### src/rtl/crp16_mem_arbiter_pkg.sv
// Shared definitions for the crp16 port-B memory arbiter: FSM state encodings and owner codes.
package crp16_mem_arbiter_pkg;

    typedef enum logic [1:0] {
        ARB_IDLE  = 2'd0,
        ARB_ISSUE = 2'd1,
        ARB_WAIT  = 2'd2,
        ARB_DONE  = 2'd3
    } arb_state_t;

    localparam logic [1:0] OWN_NONE = 2'b00;
    localparam logic [1:0] OWN_CPU  = 2'b01;
    localparam logic [1:0] OWN_DBG  = 2'b10;

endpackage

### src/rtl/crp16_mem_arbiter.sv
// Shares memory port B between cpu and dbg, one req/ack transaction at a time, cpu priority with dbg starvation cap.
// Ack follows the grant edge by 1 edge on writes and 1+RD_LAT edges on reads; requesters stall by holding req.
module crp16_mem_arbiter #(
    parameter int ADDR_W     = 16,
    parameter int DATA_W     = 16,
    parameter int RD_LAT     = 1,
    parameter int STARVE_MAX = 4
) (
    input  logic              clock,
    input  logic              reset,
    input  logic              cpu_req,
    input  logic              cpu_we,
    input  logic [ADDR_W-1:0] cpu_addr,
    input  logic [DATA_W-1:0] cpu_wdata,
    output logic              cpu_ack,
    output logic [DATA_W-1:0] cpu_rdata,
    input  logic              dbg_req,
    input  logic              dbg_we,
    input  logic [ADDR_W-1:0] dbg_addr,
    input  logic [DATA_W-1:0] dbg_wdata,
    output logic              dbg_ack,
    output logic [DATA_W-1:0] dbg_rdata,
    output logic [ADDR_W-1:0] mem_address,
    output logic [DATA_W-1:0] mem_data,
    output logic              mem_wren,
    input  logic [DATA_W-1:0] mem_q,
    output logic              busy,
    output logic [1:0]        owner
);
    import crp16_mem_arbiter_pkg::*;

    localparam logic [3:0] STARVE_LIM = 4'(STARVE_MAX);
    localparam logic [1:0] WAIT_LAST  = 2'(RD_LAT - 1);

    arb_state_t        state_q, state_d;
    logic              we_q, we_d;
    logic [ADDR_W-1:0] addr_q, addr_d;
    logic [DATA_W-1:0] wdata_q, wdata_d;
    logic [1:0]        owner_q, owner_d;
    logic [3:0]        starve_q, starve_d;
    logic [1:0]        wait_q, wait_d;
    logic [DATA_W-1:0] cpu_rdata_q, cpu_rdata_d;
    logic [DATA_W-1:0] dbg_rdata_q, dbg_rdata_d;

    always_ff @(posedge clock or posedge reset) begin
        if (reset) begin
            state_q     <= ARB_IDLE;
            we_q        <= 1'b0;
            addr_q      <= '0;
            wdata_q     <= '0;
            owner_q     <= OWN_NONE;
            starve_q    <= '0;
            wait_q      <= '0;
            cpu_rdata_q <= '0;
            dbg_rdata_q <= '0;
        end else begin
            state_q     <= state_d;
            we_q        <= we_d;
            addr_q      <= addr_d;
            wdata_q     <= wdata_d;
            owner_q     <= owner_d;
            starve_q    <= starve_d;
            wait_q      <= wait_d;
            cpu_rdata_q <= cpu_rdata_d;
            dbg_rdata_q <= dbg_rdata_d;
        end
    end

    always_comb begin
        state_d     = state_q;
        we_d        = we_q;
        addr_d      = addr_q;
        wdata_d     = wdata_q;
        owner_d     = owner_q;
        starve_d    = starve_q;
        wait_d      = wait_q;
        cpu_rdata_d = cpu_rdata_q;
        dbg_rdata_d = dbg_rdata_q;

        // A dbg that is not asking has no claim to accumulated losses.
        if (!dbg_req) begin
            starve_d = '0;
        end

        unique case (state_q)
            ARB_IDLE: begin
                if (cpu_req && (starve_q < STARVE_LIM)) begin
                    we_d    = cpu_we;
                    addr_d  = cpu_addr;
                    wdata_d = cpu_wdata;
                    owner_d = OWN_CPU;
                    state_d = ARB_ISSUE;
                    if (dbg_req) begin
                        starve_d = starve_q + 4'd1;
                    end
                end else if (dbg_req) begin
                    we_d     = dbg_we;
                    addr_d   = dbg_addr;
                    wdata_d  = dbg_wdata;
                    owner_d  = OWN_DBG;
                    state_d  = ARB_ISSUE;
                    starve_d = '0;
                end
            end
            ARB_ISSUE: begin
                wait_d  = '0;
                state_d = we_q ? ARB_DONE : ARB_WAIT;
            end
            ARB_WAIT: begin
                if (wait_q == WAIT_LAST) begin
                    if (owner_q == OWN_DBG) begin
                        dbg_rdata_d = mem_q;
                    end else begin
                        cpu_rdata_d = mem_q;
                    end
                    state_d = ARB_DONE;
                end else begin
                    wait_d = wait_q + 2'd1;
                end
            end
            ARB_DONE: begin
                state_d = ARB_IDLE;
            end
            default: begin
                state_d = ARB_IDLE;
            end
        endcase
    end

    assign cpu_ack     = (state_q == ARB_DONE) && (owner_q == OWN_CPU);
    assign dbg_ack     = (state_q == ARB_DONE) && (owner_q == OWN_DBG);
    assign cpu_rdata   = cpu_rdata_q;
    assign dbg_rdata   = dbg_rdata_q;
    assign mem_address = addr_q;
    assign mem_data    = wdata_q;
    assign mem_wren    = (state_q == ARB_ISSUE) && we_q;
    assign busy        = (state_q != ARB_IDLE);
    assign owner       = owner_q;

endmodule

### config.mk
export PLATFORM = sky130hd
export DESIGN_NAME = crp16_mem_arbiter
export DESIGN_NICKNAME = d
export VERILOG_FILES = /design/src/rtl/crp16_mem_arbiter_pkg.sv /design/src/rtl/crp16_mem_arbiter.sv
export SDC_FILE = /design/constraint.sdc
export NUM_CORES = 1
export LEC_CHECK = 0
export CORE_ASPECT_RATIO = 1.2
export CORE_MARGIN = 10
export CORE_UTILIZATION = 50
export DETAILED_ROUTE_END_ITERATION = 8
export DONT_BUFFER_PORTS = 1
export GPL_TIMING_DRIVEN = 0
export PLACE_DENSITY_LB_ADDON = 0.08
export SETUP_SLACK_MARGIN = 0.3
export SLEW_MARGIN = 5
export SYNTH_ARGS = -nofsm -noshare
export SYNTH_HDL_FRONTEND = slang
export SYNTH_SLANG_ARGS = --single-unit
### constraint.sdc
create_clock -name clock -period 3.4 [get_ports clock]
set_clock_uncertainty 0.05 [all_clocks]
set_input_delay 0.68 -clock clock [delete_from_list [all_inputs] [get_ports clock]]
set_output_delay 0.68 -clock clock [all_outputs]
set_load 0.02 [all_outputs]
==> results of run 1 <==
==> critical path, cell delays in order, from the launching register on <==
cell     delay [ps]
dfrtp_1         430
inv_1           130
ha_1            200
nand2_1          70
nor2_1          450
buf_2           370
mux2_2          370
==> path summary, 6_finish.rpt <==
path                             endpoint  depth (start not counted)
max                          cpu_rdata[5]                          6
min                        mem_address[7]                          1
max reg2reg                  cpu_rdata[5]                          6
min reg2reg                     wait_q[1]                          1
max in group asynchronous   dbg_rdata[15]                          2
min in group clock          dbg_rdata[10]                          1
==> logic make-up (layout without fill, tap and decap cells) <==
group,after synthesis,in the layout
flip-flops,75,75
AND/OR/NAND/NOR,87,87
AO/OA/AOI/OAI,45,45
multiplexers,34,34
buffers and inverters,63,80
adder cells (fa/ha/maj),7,7
==> area by class of cell <==
class	instances	area share, %
clock buffers	9	3.34
inverters	41	4.22
repair buffers	1	0.742
clock inverters	7	1.21
multi-input cells	173	34.3
well taps	85	2.87
plain buffers	22	2.67
flip-flops and latches	75	50.6
==> stage by stage <==
stage          power [mW]  instances  setup WS (ps)
2_1_floorplan        2.88        311            760
3_3_place_gp         3.18        396          -90.1
3_5_place_dp         3.23        397           1180
4_1_cts              3.82        413           1160
5_1_grt              4.05        413            987
6_report             3.76        413           1200
==> state kept, by name (all words and copies together), names as in the netlist <==
name         flops
starve_q         4
state_q          2
mem_address     16
cpu_rdata       16
owner            2
wait_q           2
dbg_rdata       16
we_q             1
mem_data        16
==> cell usage in the layout (no fill, tap or decap) <==
master      count
a211oi_1        1
a21oi_1         4
a21oi_2         1
a22o_1          1
a311oi_1        1
a31o_1          1
and2_1          3
and3_1          1
buf_1           1
buf_16          1
buf_2           7
buf_6           1
clkbuf_1       13
clkbuf_8        9
clkinv_2        4
clkinv_4        2
clkinvlp_4      1
dfrtp_1        75
ha_1            7
inv_1          40
inv_4           1
mux2_2         34
nand2_1         3
nand2b_1        1
nand3_1        51
nand4_1        17
nor2_1          5
nor2b_1         4
nor3b_2         1
o211ai_1       33
o21ai_0         1
o22ai_1         1
o32a_1          1
or3b_4          1
==> metal layers <==
| layer | GRT usage, % | wire (um) | vias up |
|---|---|---|---|
| met2 | 28.1 | 4520 | 126 |
| met5 | 0 | 0 | - |
| met1 | 20.4 | 3420 | 1191 |
| li1 | - | - | 1128 |
| met4 | 7.60 | 114 | 0 |
| met3 | 9.68 | 1480 | 9 |
==> Yosys cell counts, drive strengths merged <==
library cell,number,area (um2)
ha,7,87.6
nand3,51,255
mux2,34,383
nand4,17,106
dfrtp,75,1880
nand2,3,11.3
or3b,1,11.3
nand2b,1,6.26
a21oi,5,28.8
o22ai,1,6.26
clkbuf,13,48.8
and2,3,18.8
a31o,1,8.76
and3,1,6.26
a211oi,1,7.51
inv,41,154
o211ai,33,248
a22o,1,8.76
nor2b,4,25.0
o21ai,1,5.00
buf,9,50.0
nor3b,1,12.5
a311oi,1,8.76
nor2,5,18.8
o32a,1,10.0
==> power breakdown <==
group | total (mW) | internal [mW] | switching (mW)
Sequential | 2.12 | 1.31 | 0.815
Clock | 0.585 | 0.262 | 0.323
Combinational | 1.06 | 0.493 | 0.564
==> impl_metrics.env, run 1 <==
export IMPL_outcome="complete, no violations"
export IMPL_area_growth_pct=8.97
export IMPL_io_pin_count=156
export IMPL_nNetsFinal=416
export IMPL_synth_simple_area_share_pct=13.9
export IMPL_cts_sinks=75
export IMPL_drive_gt1_share_pct=19.2
export IMPL_synth_cells=311
export IMPL_finalWirelength_mm=9.53
export IMPL_numCtsBuffers=9
export IMPL_io_buffers=0
export IMPL_routed_via_count=2454
export IMPL_nFillCells=577
export IMPL_hold_class="primary input to async pin"
export IMPL_synth_top_family_by_area="simple AND/OR/NAND/NOR gates"
export IMPL_cts_resized_gates=0
export IMPL_die_w_um=95.3
export IMPL_first_pass_iters=4
export IMPL_tightest_slew_ps=628
export IMPL_p_per_area_mw_per_mm2=1020
export IMPL_syn_nets=404
export IMPL_cp_max_fo=10
export IMPL_startpoint="state_q[0]"
export IMPL_synthAdderAreaFrac_pct=2.57
export IMPL_min_period_ps=2200
export IMPL_yosysSeqAreaShare_pct=55.1
export IMPL_post_cts_buffers=0
export IMPL_fin_setup_tns_ps=0
export IMPL_wl_per_cell_um=23.1
export IMPL_core_area_mm2=0.00653
export IMPL_end_kind="register"
export IMPL_crit_arrival_ps=2370
export IMPL_grt_pass1_vias=2712
export IMPL_die_area_mm2=0.0105
export IMPL_fin_area_mm2=0.00371
export IMPL_r2r_start="state_q[0]"
export IMPL_r2r_setup_slack_ps=1200
export IMPL_die_h_um=110
export IMPL_setup_viol=0
export IMPL_hold_violations=0
export IMPL_grt_total_usage_pct=18.1
export IMPL_drc=0
export IMPL_clk_path_buf_depth=2
export IMPL_synth_mux_area_share_pct=11.2
export IMPL_clock_latency_ps=340
export IMPL_leakage_nw=1.59
export IMPL_viasPerCell=5.94
export IMPL_max_slew_margin_pct=58.0
export IMPL_clk_pin_slew_worst_paths_ps=80
export IMPL_postCtsHoldBufs=0
export IMPL_initial_core_util_pct=52.1
export IMPL_grt_pass1_wl_mm=14.7
export IMPL_synth_seq_cells=75
export IMPL_grt_max_degree=47
export IMPL_final_util_pct=56.8
export IMPL_root_buffer="clkbuf_8"
export IMPL_worst_setup_path_start_kind="register"
export IMPL_hpwl_mm=7.31
export IMPL_syn_area_mm2=0.00340
export IMPL_synth_yosys_warnings=0
export IMPL_synth_xor_area_share_pct=0
export IMPL_dpl_cell_area_mm2=0.00354
export IMPL_gr_total_overflow=0
export IMPL_drt_iter0_drc=135
export IMPL_antenna_found_initial=0
export IMPL_seqCellArea_mm2=0.00188
export IMPL_min_period_over_period_pct=64.7
export IMPL_drv_slew=0
export IMPL_maxCapViolCount=0
export IMPL_vdd_drop_max_uv=375
export IMPL_avgSynthCellArea_um2=10.9
export IMPL_globalplace_congestion=0.746
export IMPL_crit_required_ps=3570
export IMPL_n_antenna_cell=0
export IMPL_synth_cell_types=28
export IMPL_whs_ps=149
export IMPL_crit_type="register to register"
export IMPL_rsz0062_at_grt="false"
export IMPL_htreeDepth=3
export IMPL_fp_row_count=32
export IMPL_multi_input_area_mm2=0.00127
export IMPL_drtAntennaViolNets=0
export IMPL_cts_tree="done"
export IMPL_fmax_mhz=454
export IMPL_synth_compound_area_share_pct=9.74
No activity file was read; power rests on OpenSTA's default activity.
==> inputs of run 2 (changes only) <==
==> constraint.sdc (replaced) <==
create_clock -name clock -period 2.3 [get_ports clock]
set_clock_uncertainty 0.05 [all_clocks]
set_input_delay 0.46 -clock clock [delete_from_list [all_inputs] [get_ports clock]]
set_output_delay 0.46 -clock clock [all_outputs]
set_load 0.02 [all_outputs]
==> run 2 against run 1 <==
Compared with the run above:
- clock power increased by 110%
- cell count increased by 0.73%
- register-to-register slack got worse by 850 ps
- sequential share of layout area decreased by 2.0 points
- sequential power increased by 48%
- total power increased by 60%
- via count increased by 1.1%
- non-clock buffer count increased by 3
- final area increased by 4.1%
- largest cell class unchanged
- hold slack improved by 59 ps
- setup slack got worse by 850 ps
- critical path depth decreased by 1
==> impl_metrics.env, run 2 (synthesized netlist as in run 1, its figures left out) <==
export IMPL_fp_row_count=32
export IMPL_layout_cells_most_common="dfrtp_1"
export IMPL_nNetsFinal=419
export IMPL_drc=0
export IMPL_r2r_start="state_q[0]"
export IMPL_n_antenna_cell=0
export IMPL_p_per_area_mw_per_mm2=1560
export IMPL_max_slew_margin_pct=56.2
export IMPL_setup_viol=0
export IMPL_worst_setup_path_start_kind="register"
export IMPL_io_buffers=0
export IMPL_die_area_mm2=0.0105
export IMPL_end_kind="register"
export IMPL_finalWirelength_mm=9.84
export IMPL_rsz0062_at_grt="true"
export IMPL_rr_worst_depth=5
export IMPL_core_area_mm2=0.00653
export IMPL_gr_total_overflow=0
export IMPL_hpwl_mm=7.46
export IMPL_min_period_ps=1950
export IMPL_fin_area_mm2=0.00386
export IMPL_startpoint="state_q[0]"
export IMPL_drt_iter0_drc=101
export IMPL_hold_violations=0
export IMPL_first_pass_iters=5
export IMPL_cts_sinks=75
export IMPL_antenna_found_initial=0
export IMPL_fin_setup_tns_ps=0
export IMPL_grt_pass1_vias=2600
export IMPL_drv_slew=0
export IMPL_leakage_nw=1.65
export IMPL_crit_type="register to register"
export IMPL_fmax_mhz=513
export IMPL_io_pin_count=156
export IMPL_maxCapViolCount=0
export IMPL_cts_tree="done"
export IMPL_drtAntennaViolNets=0
export IMPL_crit_arrival_ps=2130
export IMPL_drive_gt1_share_pct=22.7
export IMPL_grt_max_degree=32
export IMPL_die_h_um=110
export IMPL_hold_class="primary input to register"
export IMPL_globalplace_congestion=0.746
export IMPL_area_growth_pct=13.4
export IMPL_min_period_over_period_pct=84.8
export IMPL_clk_pin_slew_worst_paths_ps=80
export IMPL_die_w_um=95.3
export IMPL_htreeDepth=3
export IMPL_vdd_drop_max_uv=751
export IMPL_viasPerCell=5.97
export IMPL_routed_via_count=2482
export IMPL_initial_core_util_pct=52.1
export IMPL_wl_per_cell_um=23.6
export IMPL_outcome="complete, no violations"
export IMPL_clock_latency_ps=350
export IMPL_cp_max_fo=10
export IMPL_crit_required_ps=2480
export IMPL_tightest_slew_ps=655
export IMPL_root_buffer="clkbuf_8"
export IMPL_numCtsBuffers=9
export IMPL_grt_total_usage_pct=18.4
export IMPL_dpl_cell_area_mm2=0.00355
export IMPL_grt_pass1_wl_mm=14.9
export IMPL_clk_path_buf_depth=2
export IMPL_layout_common_cells="75 x dfrtp_1, 51 x nand3_1, 39 x inv_1"
export IMPL_hold_start="mem_q[2]"
export IMPL_hold_path_cell_count=1
run 2: critical path: stages (launching register included):
cell and delay (ps):
dfrtp_1 410, inv_1 130, ha_1 250, nand3_1 290
buf_2 330, mux2_2 360
run 2: cell type report:
type                            count  area [um2]
Clock inverter                      7         116
Clock buffer                        9         124
Multi-Input combinational cell    173        1300
Fill cell                         584        2670
Timing Repair Buffer                4        57.6
Tap cell                           85         106
Buffer                             22         114
Inverter                           41         161
Sequential cell                    75        1880
run 2: worst paths after layout:
kind | to | slack, ps
worst max-delay path | dbg_rdata[7] | 350
worst min-delay path | dbg_rdata[2] | 210
worst max register to register | dbg_rdata[7] | 350
worst min register to register | wait_q[1] | 470
max in group asynchronous | mem_address[5] | 930
min in group asynchronous | cpu_rdata[12] | 550
run 2: stage by stage:
step / std cells / util [%] / total power, mW / setup slack, ps / hold WS (ps)
floorplan: 311 / - / 4.26 / 439 / 416
global placement: 396 / 53.8 / 4.71 / 108 / 435
detailed placement: 398 / 54.4 / 4.77 / 107 / 309
CTS: 415 / 58.5 / 6.01 / 276 / 194
global route: 416 / 59.1 / 6.42 / 186 / 182
finish: 416 / 59.1 / 6.04 / 350 / 207
run 2: report_power, final:
group	internal [mW]	leakage, nW	switching, mW
Sequential	1.93	0.914	1.21
Combinational	0.796	0.616	0.886
Clock	0.718	0.119	0.498
run 2: timing repair:
item,in CTS,in global routing
hold endpoints to repair,18,0
buffers inserted,0,1
pin swaps,0,0
hold buffers,1,0
resized for setup,5,16
endpoints found under the setup margin,40,53
cloned,0,0
run 2: per-layer routing:
layer  share of wire [%]  vias up  track usage, %
met2                  47      132            28.1
met5                   0        -               0
li1                    -     1126               -
met3                  15       11            10.4
met4                 1.2        0            6.00
met1                  37     1213            21.4
==> inputs of run 3 (changes only) <==
==> constraint.sdc (replaced) <==
create_clock -name clock -period 1.75 [get_ports clock]
set_clock_uncertainty 0.05 [all_clocks]
set_input_delay 0.35 -clock clock [delete_from_list [all_inputs] [get_ports clock]]
set_output_delay 0.35 -clock clock [all_outputs]
set_load 0.02 [all_outputs]
==> run 3 against run 2 <==
Compared with the run above:
- clock power grew 34%
- wire length up 6.2%
- first-iteration DRC count rose by 5.0%
- global-route usage increased by 0.67 points
- die area unchanged
- setup slack got worse by 250 ps
- via count up 4.0%
- sequential cell count is the same
- largest power group unchanged
==> impl_metrics.env, run 3 (synthesized netlist as in run 1, its figures left out) <==
export IMPL_die_area_mm2=0.0105
export IMPL_hold_violations=0
export IMPL_r2r_setup_slack_ps=120
export IMPL_globalplace_congestion=0.813
export IMPL_grt_pass1_wl_mm=15.3
export IMPL_fin_ws_ps=99.8
export IMPL_finalWirelength_mm=10.4
export IMPL_cp_max_fo=6
export IMPL_clock_latency_ps=350
export IMPL_root_buffer="clkbuf_8"
export IMPL_layout_common_cells="71 x dfrtp_1, 48 x nand3_1, 37 x inv_1"
export IMPL_hpwl_mm=7.33
export IMPL_p_per_area_mw_per_mm2=1980
export IMPL_area_growth_pct=33.8
export IMPL_io_buffers=0
export IMPL_wl_per_cell_um=23.6
export IMPL_tightest_slew_ps=506
export IMPL_min_period_ps=1650
export IMPL_initial_core_util_pct=52.1
export IMPL_hold_start="mem_q[9]"
export IMPL_drtAntennaViolNets=0
export IMPL_gr_total_overflow=0
export IMPL_die_w_um=95.3
export IMPL_whs_ps=95.3
export IMPL_grt_total_usage_pct=19.1
export IMPL_grt_max_degree=35
export IMPL_drive_gt1_share_pct=36.1
export IMPL_hold_path_cell_count=1
export IMPL_viasPerCell=5.84
export IMPL_nNetsFinal=445
export IMPL_core_area_mm2=0.00653
export IMPL_crit_type="register to primary output"
export IMPL_pre_cts_ws_ps=-130
export IMPL_crit_arrival_ps=1250
export IMPL_worst_setup_path_start_kind="register"
export IMPL_rsz0062_at_grt="true"
export IMPL_end_kind="primary output"
export IMPL_outcome="complete, no violations"
export IMPL_first_pass_iters=4
export IMPL_hold_class="primary input to register"
export IMPL_cts_tree="done"
export IMPL_fp_row_count=32
export IMPL_clk_pin_slew_worst_paths_ps=80
export IMPL_numCtsBuffers=9
export IMPL_die_h_um=110
export IMPL_antenna_found_initial=0
export IMPL_leakage_nw=1.97
export IMPL_nFillCells=453
export IMPL_io_pin_count=156
export IMPL_drv_slew=0
export IMPL_htreeDepth=3
export IMPL_n_antenna_cell=0
export IMPL_drt_iter0_drc=106
export IMPL_vdd_drop_max_uv=946
export IMPL_setup_viol=0
export IMPL_maxCapViolCount=0
export IMPL_fin_setup_tns_ps=0
export IMPL_r2r_start="starve_q[2]"
export IMPL_crit_required_ps=1350
export IMPL_min_period_over_period_pct=94.3
export IMPL_holdPathEnd="cpu_rdata[9]"
export IMPL_clk_path_buf_depth=2
export IMPL_layout_cells_most_common="dfrtp_1"
export IMPL_drc=0
export IMPL_fmax_mhz=606
export IMPL_routed_via_count=2581
export IMPL_grt_pass1_vias=2833
export IMPL_r2r_end="state_q[0]"
export IMPL_max_slew_margin_pct=66.2
export IMPL_cts_sinks=75
export IMPL_rr_worst_depth=4
run 3: cell count changes in the layout (fill, tap and decap cells not counted), moves of 5 or more:
cell / before / now
clkbuf_2: 5 / 0
mux2_4: 0 / 15
buf_8: 0 / 9
mux2_2: 34 / 19
clkbuf_16: 0 / 5
buf_6: 1 / 14
clkbuf_1: 8 / 2
buf_4: 3 / 10
run 3: what timing repair did:
item | 4_1_cts | 5_1_grt
resized for setup | 71 | 23
buffers inserted | 16 | 3
endpoints found under the setup margin | 70 | 75
gates cloned | 5 | 3
pin swaps | 7 | 8
endpoints found under the hold margin | 19 | 0
hold buffers | 1 | 0
run 3: cell type report:
type                    count  area (um2)  share of cell area [%]
flip-flops and latches     75        1880                    41.3
multi-input cells         173        1480                    32.4
clock buffers               9         124                    2.72
repair buffers             30         379                    8.32
inverters                  41         170                    3.74
plain buffers              22         294                    6.46
well taps                  85         106                    2.34
clock inverters             7         124                    2.72
run 3: per-stage QoR:
stage               power [mW]  cell area [um2]  instances  util, %
floorplan                 5.87             3530        311        -
global placement          6.45             3640        396     55.8
detailed placement        6.55             3690        398     56.5
CTS                       8.84             4380        436     67.1
global route              9.57             4550        442     69.8
finish                    9.02             4550        442     69.8
run 3: how the worst max path moves through the flow:
| stage | startpoint | to | slack, ps | cells past startpoint |
|---|---|---|---|---|
| 6_report | state_q[1] | busy | 100 | 3 |
| 5_1_grt | state_q[1] | cpu_ack | 40 | 3 |
| 4_1_cts | owner[1] | dbg_ack | 100 | 2 |
| 3_5_place_dp | state_q[1] | mem_address[6] | -130 | 7 |
| 3_3_place_gp | state_q[1] | mem_address[1] | -90 | 7 |
| 2_1_floorplan | state_q[0] | cpu_rdata[0] | 190 | 6 |
run 3: report_power, final:
| group | leakage, nW | total [mW] | internal (mW) | switching, mW |
|---|---|---|---|---|
| logic | 0.938 | 3.19 | 1.81 | 1.39 |
| registers | 0.910 | 4.20 | 2.55 | 1.65 |
| clock network | 0.120 | 1.63 | 0.959 | 0.668 |
| total | 1.97 | 9.02 | 5.32 | 3.71 |
run 3: metal layers:
metal,global-route usage [%],part of all wire (%),vias to the layer above
li1,-,-,1185
met3,8.73,12,18
met1,21.8,36,1250
met2,30.1,50,128
met5,0,0,-
met4,8.14,2.0,0
run 3: critical path: stages, from the launching register on:
cell and delay [ps]:
dfrtp_2 490, inv_4 110, ha_4 230, inv_8 70
